**config.mk**
```make
export PLATFORM = sky130hd
export DESIGN_NAME = imem_fetch_ctrl
export DESIGN_NICKNAME = d
export VERILOG_FILES = /design/src/rtl/imem_fetch_ctrl.sv
export SDC_FILE = /design/constraint.sdc
export NUM_CORES = 1
export LEC_CHECK = 0
export CAP_MARGIN = 20
export CORE_UTILIZATION = 58
export CTS_CLUSTER_DIAMETER = 50
export CTS_CLUSTER_SIZE = 10
export DETAILED_ROUTE_END_ITERATION = 12
export MAX_ROUTING_LAYER = met4
export PLACE_DENSITY = 0.89
export SETUP_SLACK_MARGIN = 0.02
export SYNTH_ARGS = -nofsm -noshare
export SYNTH_HDL_FRONTEND = slang
export SYNTH_SLANG_ARGS = --single-unit
```
**constraint.sdc**
```tcl
create_clock -name clk -period 9.91 [get_ports clk]
set_input_delay 1.982 -clock clk [delete_from_list [all_inputs] [get_ports clk]]
set_output_delay 1.982 -clock clk [all_outputs]
set_load 0.02 [all_outputs]
```
**src/rtl/imem_fetch_ctrl.sv**
```systemverilog
// -----------------------------------------------------------------------------
// imem_fetch_ctrl
//   Fetch sequencer for a synchronous-read instruction memory (1-cycle read
//   latency, no enable). Drives the fetch address every cycle, tracks the one
//   read in flight, buffers returned words with their PCs in a small prefetch
//   FIFO and hands them to decode over a valid/ready handshake. A redirect
//   flushes the FIFO and discards the in-flight word.
//
//   Optional feature macro: IMEM_FETCH_PERF_EN (adds perf_fetched and
//   perf_flushes counter outputs).
//
// Ports:
//   clk             clock, rising edge
//   rst             asynchronous active-high reset
//   fetch_en        permits new reads (an in-flight read still completes)
//   redirect_valid  one-cycle redirect pulse
//   redirect_addr   redirect target (bits [1:0] forced to 0)
//   mem_addr        combinational address to instruction memory
//   mem_rdata       memory data, valid the cycle after mem_addr
//   out_valid       FIFO head valid
//   out_ready       decode accepts head
//   out_instr       registered head instruction
//   out_pc          registered head PC
//   perf_fetched    (IMEM_FETCH_PERF_EN) pushes into the FIFO
//   perf_flushes    (IMEM_FETCH_PERF_EN) redirect cycles
// -----------------------------------------------------------------------------
module imem_fetch_ctrl #(
   parameter logic [31:0] RESET_PC = 32'h0000_0000,
   parameter int          DEPTH    = 2
) (
   input  logic        clk,
   input  logic        rst,
   input  logic        fetch_en,
   input  logic        redirect_valid,
   input  logic [31:0] redirect_addr,
   output logic [31:0] mem_addr,
   input  logic [31:0] mem_rdata,
   output logic        out_valid,
   input  logic        out_ready,
   output logic [31:0] out_instr,
   output logic [31:0] out_pc
`ifdef IMEM_FETCH_PERF_EN
   ,
   output logic [31:0] perf_fetched,
   output logic [31:0] perf_flushes
`endif
);

   localparam int          AW  = $clog2(DEPTH);
   localparam int          PW  = AW + 1;
   localparam logic [31:0] NOP = 32'hE1A0_0000;

   logic [31:0]   fetch_pc;
   logic          inflight_q;
   logic [31:0]   inflight_pc;
   logic [PW-1:0] rd_ptr;
   logic [PW-1:0] wr_ptr;
   logic [PW-1:0] count;
   logic [PW-1:0] next_rd;
   logic [PW-1:0] next_wr;
   logic [PW:0]   occupancy;
   logic          pop;
   logic          push;
   logic          issue;

   logic [31:0]   pc_q    [DEPTH];
   logic [31:0]   instr_q [DEPTH];

   assign count     = wr_ptr - rd_ptr;
   assign out_valid = (count != '0);
   assign pop       = out_valid & out_ready;
   assign push      = inflight_q & ~redirect_valid;

   // Slots already committed after this cycle: stored words plus the word in
   // flight, minus the one leaving. A new read is issued only if it still has
   // a free slot to land in, so the FIFO can never overflow.
   assign occupancy = {1'b0, count} + {{PW{1'b0}}, inflight_q} - {{PW{1'b0}}, pop};
   assign issue     = fetch_en & (redirect_valid | (occupancy < (PW+1)'(DEPTH)));

   assign mem_addr  = redirect_valid ? (redirect_addr & 32'hFFFF_FFFC) : fetch_pc;

   // A redirect flushes by moving the read pointer up to the write pointer.
   assign next_rd   = redirect_valid ? wr_ptr : rd_ptr + {{(PW-1){1'b0}}, pop};
   assign next_wr   = wr_ptr + {{(PW-1){1'b0}}, push};

   // FIFO storage holds data only; validity lives in the pointers.
   always_ff @(posedge clk) begin
      if (push) begin
         pc_q[wr_ptr[AW-1:0]]    <= inflight_pc;
         instr_q[wr_ptr[AW-1:0]] <= mem_rdata;
      end
   end

   always_ff @(posedge clk or posedge rst) begin
      if (rst) begin
         fetch_pc    <= RESET_PC;
         inflight_q  <= 1'b0;
         inflight_pc <= RESET_PC;
         rd_ptr      <= '0;
         wr_ptr      <= '0;
         out_instr   <= NOP;
         out_pc      <= 32'h0;
      end else begin
         inflight_q <= issue;
         if (issue) begin
            inflight_pc <= mem_addr;
            fetch_pc    <= mem_addr + 32'd4;
         end else if (redirect_valid) begin
            fetch_pc    <= mem_addr;
         end
         rd_ptr <= next_rd;
         wr_ptr <= next_wr;
         // Head registers load the next-cycle head. If the new head is the
         // word being pushed right now, it bypasses the storage array.
         if (next_rd != next_wr) begin
            if (push && (next_rd == wr_ptr)) begin
               out_pc    <= inflight_pc;
               out_instr <= mem_rdata;
            end else begin
               out_pc    <= pc_q[next_rd[AW-1:0]];
               out_instr <= instr_q[next_rd[AW-1:0]];
            end
         end
      end
   end

`ifdef IMEM_FETCH_PERF_EN
   always_ff @(posedge clk or posedge rst) begin
      if (rst) begin
         perf_fetched <= 32'h0;
         perf_flushes <= 32'h0;
      end else begin
         if (push)
            perf_fetched <= perf_fetched + 32'd1;
         if (redirect_valid)
            perf_flushes <= perf_flushes + 32'd1;
      end
   end
`endif

endmodule

```
# --- After elaboration in Yosys (flattened, before gate mapping) ---
# Memories as Yosys holds them, arrays and structs flattened.
# Cells that the tools add are included.
classes:
  n_eq_ne: 2
  muxes: 8
  addsub: 6
  magnitude_cmp: 1
  n_reduce_logical: 3
  bitwise_logic: 5
ops:
  columns: ["cell", "n"]
  rows:
  - ["32-bit 2-to-1 mux", 5]
  - ["32-bit by 3-bit adder with 32-bit output (second input constant)", 1]
  - ["2-bit by 1-bit adder with 2-bit output", 2]
  - ["2-bit nonzero test", 2]
  - ["2-bit by 1-bit adder with 3-bit output", 1]
  - ["1-bit bitwise AND", 3]
  - ["3-bit by 2-bit < comparator with 1-bit output (second input constant)", 1]
  - ["3-bit by 1-bit subtractor with 3-bit output", 1]
  - ["2-bit equality test", 1]
  - ["1-bit 2-to-1 mux", 2]
  - ["2-bit 2-to-1 mux", 1]
  - ["2-bit inequality test", 1]
  - ["2-bit subtractor", 1]
  - ["1-bit logical AND", 1]
  - ["1-bit inverter", 1]
  - ["1-bit OR", 1]
word_totals:
  output_inout_bits: 97
  in_bits: 69
  mem_bits_rw: 128
  memories: 2
  ff_bits: 133
memory_table:
  columns: ["memory", "depth", "word_bits", "rd", "rd_clocked_by_memory_dff", "write_ports", "line_no", "rtl"]
  rows:
  - ["instr_q", 2, 32, 1, 0, 1, "67", "logic [31:0] instr_q [DEPTH];"]
  - ["pc_q", 2, 32, 1, 0, 1, "66", "logic [31:0] pc_q [DEPTH];"]

# --- Longest topological paths before layout ---
depth:
  depth_word: 8
  ltp_mapped: 17
  depth_no_buf: 15

# --- Worst setup path after synthesis ---
# No wires, ideal clock.
synth_timing:
  path_kind: "input to register"
  startpoint: "input port redirect_valid"
  endpoint: "register out_instr[0]"
  arrival_ps: 5160
  t_required_ps: 9785
  setup_ps: 125
  setup_slack_ps: 4625
  stages: 9
  path_buffers: 3
  cell_sequence: "buf_6 > nor2b_1 > ha_1 > xor2_1 > xor2_1 > nand2b_1 > buf_2 > buf_2 > mux2_2"
synth_between:
  elab_chain_len: 4
synth_lines:
  columns: ["item", "line_no", "rtl"]
  rows:
  - ["start, declared", "34", "input logic redirect_valid,"]
  - ["1-bit inverter", "72", "assign push = inflight_q & ~redirect_valid;"]
  - ["1-bit bitwise AND", "72", null]
  - ["2-bit by 1-bit adder with 2-bit output", "84", "assign next_wr = wr_ptr + {{(PW-1){1'b0}}, push};"]
  - ["via next_wr[1]", "60", "logic [PW-1:0] next_wr;"]
  - ["2-bit inequality test", "115", "if (next_rd != next_wr) begin"]
  - ["end signal, assigned", "118", "out_instr <= mem_rdata;"]
  - ["end signal, assigned", "121", "out_instr <= instr_q[next_rd[AW-1:0]];"]
  - ["end, declared", "40", "output logic [31:0] out_instr,"]
# The timed path passes the listed nets, and every way through them passes these cells.
# A chain may end at the register's enable or synchronous reset.

# --- Worst setup path after layout ---
layout_timing:
  startpoint: "input port redirect_valid"
  endpoint: "output port mem_addr[26]"
layout_between:
  elab_chain_len: 1
layout_lines:
  columns: ["item", "line_no", "rtl"]
  rows:
  - ["32-bit 2-to-1 mux", "80", "assign mem_addr = redirect_valid ? (redirect_addr & 32'hFFFF_FFFC) : fetch_pc;"]
  - ["end, declared", "36", "output logic [31:0] mem_addr,"]
# Every way passes these cells.

==> out/results.txt <==
Clock skew: 0.0125 ns
Worst VDD drop: 0.452 mV
Final net count: 1,076
Port bufs: 163
Total stage count of the critical path: 5
Drt wl/cell: 18.4 µm
Crit-path max FO: 64
Setup TNS Final: 0 ns
CP top delay family: buffers and inverters
Logic pwr share: 0.467
Reg-to-reg startpoint: wr_ptr[0]$_DFF_PP0_
Flop2flop setup slack: 5.76 ns
Top cells by area, synth: edfxtp_1 (35%), dfrtp_1 (29%), mux2_2 (8.0%)
Share of cells above drive strength 1: 0.136
Dpl cells: 1,201
CTS max path bufs: 3
Pint: 3.31 mW
Residual DRC: 0
Slew headroom: 0.322
Fmax: 169 MHz
Most frequent cells after synthesis: nor2_1 (129), edfxtp_1 (128), dfrtp_1 (127), a21oi_1 (81), mux2i_1 (80)
GRT Util Overall: 0.247
Synth Area in Adders: 0.00856
Psw: 1.86 mW
Simple-Gate Fraction of Synth Area: 0.0895
Final setup viols: 0
Post-Layout Cell Count: 1,259
First-pass GRT wire length: 37.0 mm
Starting Density: 0.592
Register Area: 0.00718 mm²
Worst-Margin Slew: 1.02 ns
Compound-Gate Fraction of Synth Area: 0.0445
R2R cell count: 15
Setup CP Type: in2out
CP endpoint kind: output port
Worst path slowest cell: buf_4
Final GP Congestion: 0.812
Number of global-route vias before repair: 7,309
Htree depth: 1
Root buffer cell: clkbuf_16
Total CTS buffers: 31
Outcome: completed
WP data required: 7.93 ns
Syn Area/Cell: 13.2 µm²
Largest family of logic cells by synthesized area: multiplexers
Io pins: 166
CTS tree: built
CP endpoint: mem_addr[26]
Critical Path Source: redirect_valid
EDFF count, synth: 128
Mux cell area share after synthesis: 0.152
Seq/Total Area, Yosys: 0.646
Core area: 0.0188 mm²
Final antenna-violating net count: 0
Die H: 140 µm
Critical path arrival: 3.93 ns
Hold Violations, Final: 0
Synthesized area: 0.0111 mm²
Row count: 50
Async set-reset flop share out of synthesis: 0.510
Setup Fix Bufs, Post-CTS: 0
Tmin final: 5.92 ns
Gr ovfl total: 0
Final Core Density: 0.738
Syn Inst Count: 844
Multi-input logic area: 0.00368 mm²
Ys Warns: 0
Synth top area share: 0.346
Leading area contributor after synthesis: edfxtp_1
CP Launch Type: input pin
Final Max Slew Viols: 0
RSZ-0062 raised after global routing: no
FF+latch count, synth: 261
Vias per cell: 5.60
Syn_nets: 920
Routed wire length: 23.2 mm
Sw Ratio: 0.359
Lkg Pwr: 5.44 nW
Seq pwr share: 0.334
Critical R2R Capture: fetch_pc[31]$_DFFE_PP0P_
Synth unique cells: 41
Critical path buffers and inverters: 4
Clock Latency Late Sink: 0.53 ns
Post-Synth XOR/XNOR Area: 0.0312
Layout fillers: 1,249
Worst hold path class: reg2reg
Clock sinks: 261
Number of DRC markers in iteration 0: 316
Most common cell in the synthesized netlist: nor2_1
Clock share of power: 0.199
Max-Cap Viols: 0
CP max stage delay: 0.59 ns
Initial DRT Pass Iterations: 5
Initial antenna violation count: 1
Clock transition at path regs: 0.05 ns
HPWL after DPL: 14.0 mm
Final worst-path cycle share: 0.597
CTS Hold Buffers Added: 0
Power per cell area: 373 mW/mm²
Top FF cell, synth: edfxtp_1
Die area: 0.0197 mm²
Vias: 7,051
CTS-repair resized insts: 0
Chip width: 140 µm
Area growth from synthesis to layout: 24.7%
Largest net degree at the start of global routing: 91
CP Cell Sequence: buf_2, buf_4, mux2i_1, inv_1, clkdlybuf4s50_1
[per-layer routing]
layer  track usage  wire [µm]  vias to the layer above  part of all wire
li1              -          -                     3323                 -
met1         0.296       9460                     3489              0.41
met2         0.428      11900                      199              0.51
met3        0.0509       1410                       40             0.061
met4        0.0630        466                        0             0.020
met5             -          0                        -                 0
[flip-flops by register name (all words and copies together), names as in the netlist]
| register | count |
|---|---|
| out_instr | 32 |
| rd_ptr | 2 |
| instr_q | 64 |
| inflight_q | 1 |
| inflight_pc | 32 |
| wr_ptr | 2 |
| out_pc | 32 |
| pc_q | 64 |
| fetch_pc | 32 |
[area by class of cell]
type / instances / area share
Sequential cell: 261 / 0.518
Multi-Input combinational cell: 514 / 0.266
Timing Repair Buffer: 171 / 0.122
Clock buffer: 52 / 0.0617
Tap cell: 234 / 0.0211
Inverter: 21 / 0.00605
Clock inverter: 4 / 0.00524
Antenna cell: 2 / 0.000361
[worst register-to-register path, delay by kind of cell, from the launching register on]
family | cells | cell delay [ns]
AO/OA/AOI/OAI | 1 | 0.21
XOR/XNOR | 3 | 0.62
adder cells (fa/ha/maj) | 3 | 0.92
buffers and inverters | 3 | 0.93
flip-flops | 1 | 0.48
AND/OR/NAND/NOR | 5 | 0.86
[worst min-delay path by stage]
stage                                 from                   endpoint  cells after the start
2_1_floorplan      fetch_pc[0]$_DFFE_PP0P_    fetch_pc[0]$_DFFE_PP0P_                      1
5_1_grt          out_instr[14]$_DFFE_PP0P_  out_instr[14]$_DFFE_PP0P_                      1
3_5_place_dp   inflight_pc[21]$_DFFE_PP0P_      pc_q[1][21]$_DFFE_PP_                      0
6_report           fetch_pc[0]$_DFFE_PP0P_    fetch_pc[0]$_DFFE_PP0P_                      1
3_3_place_gp       fetch_pc[1]$_DFFE_PP0P_    fetch_pc[1]$_DFFE_PP0P_                      1
4_1_cts            fetch_pc[0]$_DFFE_PP0P_    fetch_pc[0]$_DFFE_PP0P_                      1
[power groups by stage]
stage,registers (mW),clock network (mW),logic (mW)
final,1.72,1.03,2.41
after global placement,1.72,0,2.35
after floorplan,1.87,0,1.55
after global routing,1.76,1.10,2.61
after detailed placement,1.74,0,2.42
after CTS,1.73,1.05,2.44
[cells by family after synthesis]
family	count (synthesis)
AO/OA/AOI/OAI	93
buffers and inverters	69
multiplexers	159
flip-flops	261
XOR/XNOR	38
adder cells (fa/ha/maj)	7
AND/OR/NAND/NOR	217
[stage by stage]
step / cell area (µm²) / setup WS [ns] / power (mW) / hold slack [ns]
after floorplan: 11100 / 4.38 / 3.42 / 0.456
after global placement: 12900 / 4.04 / 4.07 / 0.474
after detailed placement: 12900 / 4.03 / 4.16 / 0.481
after CTS: 13800 / 4.03 / 5.22 / 0.494
after global routing: 13900 / 3.92 / 5.47 / 0.512
final: 13900 / 3.99 / 5.17 / 0.488
[cells in the final DEF, fill, tap and decap left out, types with 6 or more instances in the layout]
cell type        Yosys  layout
a21oi_1             81      81
buf_4                0       8
clkbuf_1            15      21
clkbuf_16            0      31
clkdlybuf4s50_1      0     162
dfrtp_1            127     127
dfstp_2              6       6
edfxtp_1           128     128
inv_1               21      19
mux2_2              79      79
mux2i_1             80      79
nand2_1             23      23
nand3_1             14      13
nand4_1             13      13
nor2_1             129     129
nor2b_1              7       7
xnor2_1             23      23
xor2_1              14      14
Power figures use the tool's default switching activity.
==> RTL edit: new RTL, config.mk and constraints unchanged <==
Build with the macro `IMEM_FETCH_PERF_EN` defined.
--- a/src/rtl/imem_fetch_ctrl.sv
+++ b/src/rtl/imem_fetch_ctrl.sv
@@ -24,6 +24,8 @@
 //   perf_fetched    (IMEM_FETCH_PERF_EN) pushes into the FIFO
 //   perf_flushes    (IMEM_FETCH_PERF_EN) redirect cycles
 // -----------------------------------------------------------------------------
+`define IMEM_FETCH_PERF_EN
+
 module imem_fetch_ctrl #(
    parameter logic [31:0] RESET_PC = 32'h0000_0000,
    parameter int          DEPTH    = 2
Function (old outputs only; new: perf_fetched and perf_flushes): kept (Yosys induction, for registers that start in step).
==> RTL edit against the original RTL <==
Wire length up 35%. Worst setup slack worse by 0.41 ns. Fmax down 6.5%. Sequential cell count up 64. Count of clock-buffer cells in the layout up 15. Register-to-register slack worse by 0.03 ns. Critical path depth up 1. Die area up 26%. Final area up 28%. Total power up 15%. Global-route usage up 1.8 points. Area after synthesis up 27%. Critical endpoint is now mem_addr[2]. Via count up 33%. Clock power up 28%.
==> RTL edit: results (changes against the original RTL) <==
total track usage 0.265 (+0.0176); capture point of the worst reg-to-reg path out_instr[14]; register area share after synthesis 0.624 (-0.0220); synth cell count leaders dfrtp_1 (191), nor2_1 (141), edfxtp_1 (128), a21oi_1 (84), mux2_2 (81); metal2 WL 15,300 um (+29%); CTS H-tree lvls 2 (+1); Synth Area in Adders 0.00854 (-0.0000199); asr flop ratio synth 0.606 (+0.0966); # clk buffers 67 (+29%); top post-synthesis cells by area dfrtp_1 (34%), edfxtp_1 (27%), mux2_2 (6.5%); number of non-clock buffers 233 (+36%); mux share of post-synthesis cell area 0.119 (-0.0332); Pint 3.83 mW (+16%); count of non-CTS inverters in the layout 26 (+24%); share of cells above drive strength 1 0.121 (-0.0153); Metal-1 WL 13,200 um (+40%); Multi-input comb cells 698 (+36%); antenna violations before repair 0 (-1); GRT met2 Usage 0.426 (-0.00200); outcome complete, no violations; peak supply drop 316 uV (-30%); Yosys cell types 54 (+32%); Worst Path Max Fanout 67 (+4.7%); post-detail-place hpwl 19,100 um (+36%); clk sinks 325 (+25%); number of port buffers 227 (+39%); clock latency on the worst-skew pair 0.51 ns (-0.02 ns); max_slew headroom 0.322 (+0.000571); worst r2r path cells 11 (-4); max incr delay on CP 0.67 ns (+0.08 ns); largest net degree at the start of global routing 134 (+47%); Post-Route Skew 0.0145 ns (+0.00198 ns); clock network area share 0.0666 (-0.000305); M3 GR Usage 0.0506 (-0.000297); Leak 7.08 nW (+30%); sink of the worst hold path perf_flushes[31]; arrival time of the worst setup path 4.35 ns (+0.42 ns); multi-input gate share of total cell area 0.281 (+0.0151); diode count 0 (-2); Net Count, Synth 1,177 (+28%); number of global-route vias before repair 9,489 (+30%); DR iter-0 viols 582 (+84%); wire per inst 18.8 um (+1.8%); NonClk Buf Share 0.130 (+0.00839); Post CTS Setup Buffer Count 0 (unchanged); GR Util met1 0.335 (+0.0387); first-pass GRT wire length 49,400 um (+33%); via/cell ratio 5.61 (+0.24%); Routed met3 length 1980 um (+40%); fillers 1,558 (+25%); Num CTS Buffers 39 (+26%); Place WS 3.67 ns (-0.365 ns); ys flop type dfrtp_1; RD Place Congestion 0.868 (+6.8%); TritonRoute pass-1 iters 7 (+2); Synth Area in Compound Gates 0.0419 (-0.00259); register area 0.00878 mm^2 (+22%); flop2flop setup slack 5.73 ns (-0.03 ns)
## RTL edit: cell types whose count changed in the layout (fill, tap and decap cells not counted), moves of 5 or more
| cell | unedited run | this run |
|---|---|---|
| nor2_1 | 129 | 141 |
| nand3_1 | 13 | 33 |
| xor2_1 | 14 | 27 |
| clkbuf_16 | 31 | 41 |
| and3_1 | 1 | 6 |
| xnor2_1 | 23 | 72 |
| nand2_1 | 23 | 45 |
| clkdlybuf4s50_1 | 162 | 226 |
| dfrtp_1 | 127 | 191 |
| nor3_1 | 3 | 12 |
| nand4_1 | 13 | 29 |
| and4_1 | 2 | 8 |
## RTL edit: power by group through the flow
stage / sequential, mW / clock (mW) / combinational [mW]
after floorplan: 2.22 / 0 / 1.60
after global placement: 2.05 / 0 / 2.49
after detailed placement: 2.07 / 0 / 2.56
after CTS: 2.05 / 1.34 / 2.59
after global routing: 2.09 / 1.39 / 2.78
final: 2.05 / 1.32 / 2.57
## RTL edit: worst max-delay path by stage
| stage | slack [ns] | cells after the start | startpoint | to |
|---|---|---|---|---|
| floorplan | 2.57 | 1 | rst | fetch_pc[0] |
| CTS | 3.60 | 6 | redirect_valid | mem_addr[2] |
| global route | 3.48 | 6 | redirect_valid | mem_addr[2] |
| finish | 3.58 | 6 | redirect_valid | mem_addr[2] |
| detailed placement | 3.67 | 6 | redirect_valid | mem_addr[2] |
| global placement | 3.71 | 5 | redirect_valid | mem_addr[13] |
## RTL edit: through the flow
step / hold slack (ns) / area, um^2 / instances
5_1_grt: 0.495 / 17800 / 1671
4_1_cts: 0.471 / 17800 / 1671
6_report: 0.476 / 17800 / 1671
3_5_place_dp: 0.464 / 16600 / 1601
3_3_place_gp: 0.460 / 16600 / 1601
2_1_floorplan: 0.456 / 14100 / 1099
